`config.mk`:
```
export PLATFORM = sky130hd
export DESIGN_NAME = acs_seq_ctrl
export DESIGN_NICKNAME = d
export VERILOG_FILES = /design/src/rtl/acs_seq_ctrl.sv
export SDC_FILE = /design/constraint.sdc
export NUM_CORES = 1
export LEC_CHECK = 0
export CAP_MARGIN = 10
export CORE_MARGIN = 2
export CORE_UTILIZATION = 49
export DETAILED_ROUTE_END_ITERATION = 10
export PLACE_DENSITY = 0.81
export SLEW_MARGIN = 25
export SYNTH_ARGS = -nofsm -noshare
export SYNTH_HDL_FRONTEND = slang
export SYNTH_SLANG_ARGS = --single-unit
```
`constraint.sdc`:
```
create_clock -name clk -period 2.4 [get_ports clk]
set_input_delay 0.24 -clock clk [delete_from_list [all_inputs] [get_ports clk]]
set_output_delay 0.24 -clock clk [all_outputs]
set_load 0.1 [all_outputs]
```
`src/rtl/acs_seq_ctrl.sv`:
```
// Nibble-serial wide adder sequencer driving one shared 4-bit acs slice.
// Operands are latched on start; one nibble is summed per clock, LSB first.
module acs_seq_ctrl #(
    parameter int NIBBLES = 4
) (
    input  logic                   clk,
    input  logic                   rst_n,
    input  logic                   start,
    input  logic [4*NIBBLES-1:0]   op_a,
    input  logic [4*NIBBLES-1:0]   op_b,
    input  logic                   cin,
    output logic                   busy,
    output logic                   done,
    output logic [4*NIBBLES-1:0]   sum,
    output logic                   cout,
    output logic [3:0]             acs_a,
    output logic [3:0]             acs_b,
    output logic                   acs_cin,
    input  logic [3:0]             acs_s,
    input  logic                   acs_c
);

    localparam int W  = 4 * NIBBLES;
    localparam int IW = (NIBBLES > 1) ? $clog2(NIBBLES) : 1;

    typedef enum logic [1:0] {
        IDLE,
        RUN,
        DONE
    } state_t;

    state_t          r_state;
    state_t          w_next;
    logic [IW-1:0]   r_idx;
    logic [W-1:0]    r_a;
    logic [W-1:0]    r_b;
    logic [W-1:0]    r_sum;
    logic            r_carry;
    logic            r_cout;
    logic            w_accept;
    logic            w_last;
    logic [IW+1:0]   w_bit;

    assign w_bit    = {r_idx, 2'b00};
    assign w_last   = (r_idx == IW'(NIBBLES - 1));
    // DONE accepts a new request too, giving back-to-back operation
    assign w_accept = start && (r_state != RUN);
    assign sum      = r_sum;
    assign cout     = r_cout;

    always_ff @(posedge clk or negedge rst_n) begin
        if (!rst_n) begin
            r_state <= IDLE;
        end else begin
            r_state <= w_next;
        end
    end

    always_comb begin
        w_next  = r_state;
        busy    = 1'b0;
        done    = 1'b0;
        acs_a   = 4'd0;
        acs_b   = 4'd0;
        acs_cin = 1'b0;
        unique case (r_state)
            IDLE: begin
                if (w_accept) w_next = RUN;
            end
            RUN: begin
                busy    = 1'b1;
                acs_a   = r_a[w_bit +: 4];
                acs_b   = r_b[w_bit +: 4];
                acs_cin = r_carry;
                if (w_last) w_next = DONE;
            end
            DONE: begin
                done   = 1'b1;
                w_next = w_accept ? RUN : IDLE;
            end
            default: w_next = IDLE;
        endcase
    end

    always_ff @(posedge clk or negedge rst_n) begin
        if (!rst_n) begin
            r_idx   <= '0;
            r_a     <= '0;
            r_b     <= '0;
            r_sum   <= '0;
            r_carry <= 1'b0;
            r_cout  <= 1'b0;
        end else if (w_accept) begin
            r_a     <= op_a;
            r_b     <= op_b;
            r_carry <= cin;
            r_idx   <= '0;
            r_sum   <= '0;
            r_cout  <= 1'b0;
        end else if (r_state == RUN) begin
            r_sum[w_bit +: 4] <= acs_s;
            r_carry           <= acs_c;
            if (w_last) begin
                r_cout <= acs_c;
            end else begin
                r_idx <= r_idx + IW'(1);
            end
        end
    end

endmodule
```
After elaboration in Yosys (flattened, before gate mapping) --
Cells that the tools add are included.
Operators by class: $add $sub $neg 2, eq/ne operators 7, shifts and indexed selects 4, mux-type cells 20, reductions and logical operators 7
Operators by type and width (count):
- 2-to-1 mux 16 bit | 2
- variable part select 16 x 5 -> 4 bit | 2
- bitwise mux 16 bit | 1
- variable shift 4 x 6 -> 16 bit, first input constant | 1
- variable part select 4 x 6 -> 16 bit | 1
- 2-to-1 mux 2 bit | 5
- 2-to-1 mux 1 bit | 9
- 2-to-1 mux 4 bit | 2
- != test 2 bit, second input constant | 3
- negator 4 -> 6 bit | 1
- one-hot mux 2 bit (3 select lines) | 1
- AND reduction 2 bit | 3
- == test 2 bit, second input constant | 2
- nonzero test 2 bit | 2
- adder 2 x 1 -> 2 bit, second input constant | 1
- == test 2 x 1 -> 1 bit, second input constant | 1
- logical NOT 2 bit | 1
- != test 2 x 1 -> 1 bit, second input constant | 1
- logical AND 1 bit | 1
Storage, ports and cells: flip-flop bits (word level) 54, input bits 41, output and inout port bits 28, logic and storage cells 47

Logic depth before layout (Yosys ltp) --
word-level depth 5, mapped depth 6

Worst setup path after synthesis --
No wires, ideal clock.
path kind register to output, start reg r_state[1], end out acs_a[2], data arrival time 2.583 ns, data required time 2.160 ns, setup slack -0.423 ns, stages on the path, launching flop included 7, cells stage by stage dfrtp_1 > nand2b_1 > buf_6 > inv_6 > buf_12 > nand2_1 > o22ai_1
On the way: longest elaborated chain between the ends 2
Ends and longest elaborated chain:
- start, declared | line 32 | state_t r_state;
- start signal, assigned | line 55 | r_state <= w_next;
- == test 2 x 1 -> 1 bit | line 66 | unique case (r_state)
- 2-to-1 mux 4 bit | line 66
- end, declared | line 16 | output logic [3:0] acs_a,
No other way between the ends.

Worst setup path after layout --
start reg r_state[1], end out acs_a[0]
The elaborated chain is that of the path after synthesis.

==> reports/metrics.cfg <==
[outcome]
outcome=finished, final reports clean

[layout]
instances_no_fill=313
fin_util_pct=70.3
final_nets=292
antenna_cells=0
fill_cells=343
layout-drive-gt1-share_pct=33.7
fin_area_um2=3360
area_growth_pct=35.8

[timing]
setup_viol=0
fin_skew_ps=6.53
finalCriticalPeriod_ps=2130
final.period_utilization_pct=88.6
worst_slew_margin_rel_pct=55.9
worst_slew_pin_slew_ps=661
max_freq_mhz=470
worst_slack_ps=273
rsz0062_at_grt=false
hold_viol_final=0
slew_viol_final=0

[die]
chipHeight_um=75.1
fp-row-count=25
die_area_um2=5640
io_pins=69
start_util_pct=51.8
die_w_um=75.1
core_area_um2=4790

[clock_tree]
clkTransAtPathRegs_ps=90
clk_latency_ps=300
clock-sinks=54
htreeDepth=2
ctsHoldBuffers=0
ctsLongestPathBuffers=2
cts_setup_buffers=0
cts_made_buffers=5
cts_tree=yes
cts_resized=0
cts-root-buf=clkbuf_8

[setup_path]
reg2reg_to=r_b[13]
crit_path_max_fanout=12
cp.depth=5
critical_path.top_delay_family=simple AND/OR/NAND/NOR gates
rr_startpoint=r_state[1]
r2r_setup_slack_ps=650
critPathSlowestCell=dfrtp_1
max_stage_delay_ps=380
critPathKind=reg -> out
cp_cell_sequence=nand2b_1 -> inv_6 -> nand2_1 -> o22ai_1 -> buf_12
critical_path_arrival_ps=1890
cp-start-kind=flip-flop
crit_buf_inv=2
rr_worst_depth=5
worstPathRequired_ps=2160
end_kind=output pin

[logic_synthesis]
ys_types=26
async_flop_share_pct=100
ys_warn_count=0
yosys.area_share.simple_pct=4.39
synth_xor_area_share_pct=0
syn_avg_cell_area_um2=14.4
synth_edf_count=0
synth_adder_area_share_pct=3.03
syn_nets=219
synth_cells=172
synth_flop_cell=dfrtp_1
synth-seq-cells=54
synth_area_um2=2480
synth_top_family_by_area=multiplexers
synth_mux_area_share_pct=25.5
synth_compound_gate_area_share_pct=8.84
ys_seq_area_share_pct=54.5

[place]
port_buffers=68
pre_cts_ws_ps=608
gp_congestion=0.800
placed_area_um2=3260
dpl.hpwl_um=3650
numPlacedInstances=305

[run]
max_cap_violations=0

[drt]
drt-wirelength-per-cell_um=16.0
routed_wl_um=4990
dr.pass1.iters=4
routed_via_density=5.28
drc=0
antenna_left=0
vias=1653
drtIter0Drc=58

[global_route]
grt_max_degree=55
overflow=0
antenna_found_initial=0
grt_pass1_wl_um=8020
grt_pass1_vias=1741
grt_use_total_pct=18.8

[worst_hold_path]
hold_path_class=in -> async

-- state kept, by name, summed over array words and instances (netlist names) --
signal   cells
r_a         16
r_idx        2
r_state      2
r_b         16
r_carry      1
sum         16
cout         1
-- logic make-up after synthesis --
family	count (synthesis)
flops	54
compound gates	28
buf+inv	12
mux	56
simple gates	16
fa+ha+maj	6
-- cell usage in the layout (no fill, tap or decap), drive strengths merged --
master         Yosys  routed
a22o              18      18
and2               2       2
buf                8      35
clkbuf             0       7
clkdlybuf4s50      0      39
clkinv             0       1
dfrtp             54      54
ha                 6       6
inv                4       4
mux2              34      34
mux2i             22      22
nand2              5       5
nand2b             2       2
nand3b             1       1
nor2               1       1
nor2b              1       1
nor3               1       1
nor4               2       2
nor4b              1       1
o21ai              1       1
o22ai              9       9
-- synth_stat cells, types with 2 or more instances --
cell       n  area (um2)
buf_2      2        10.0
nand2_1    4        15.0
nand2b_1   2        12.5
nor4_2     2        25.0
o22ai_1    9        56.3
mux2i_4    2        45.0
buf_4      4        30.0
inv_1      3        11.3
and2_1     2        12.5
ha_1       6        75.1
mux2_2    31         349
mux2i_1   20         200
dfrtp_1   54        1350
mux2_1     2        22.5
a22o_1    18         158
-- worst reg2reg max path: stages, from the launching register on --
cell and delay, ps:
dfrtp_1 380, nand2b_1 220, buf_4 210, nand2_2 60
buf_4 360, mux2_2 410
-- per-layer routing --
layer  part of all wire [%]  GRT usage (%)  vias up
li1                       -              -      779
met1                     43           23.9      807
met2                     48           30.7       63
met3                    8.7           6.83        4
met4                   0.70           4.96        0
met5                      0              0        -
-- stage by stage --
stage	hold WS, ps	TNS [ps]
after global placement	404	0
after CTS	73.6	0
after floorplan	-55.6	-2960
after global routing	105	0
after detailed placement	404	0
final	44.1	0
-- final cells by class --
type	count	area [um2]	area share (%)
clock inverters	1	8.76	0.260
flip-flops and latches	54	1350	40.2
multi-input cells	106	1040	30.9
inverters	4	20.0	0.595
well taps	67	83.8	2.49
repair buffers	74	763	22.7
clock buffers	7	96.3	2.86
-- how the worst max path moves through the flow --
stage | startpoint | end | slack (ps)
2_1_floorplan | r_state[1] | acs_a[0] | -420
3_3_place_gp | r_state[1] | acs_a[1] | 620
3_5_place_dp | r_state[1] | acs_a[0] | 610
4_1_cts | r_state[1] | acs_a[0] | 250
5_1_grt | r_state[1] | acs_a[0] | 180
6_report | r_state[1] | acs_a[0] | 270
Power is left out: the tool's default activity adds up to more than one toggle a clock period on the data nets, which glitch-free logic cannot reach.
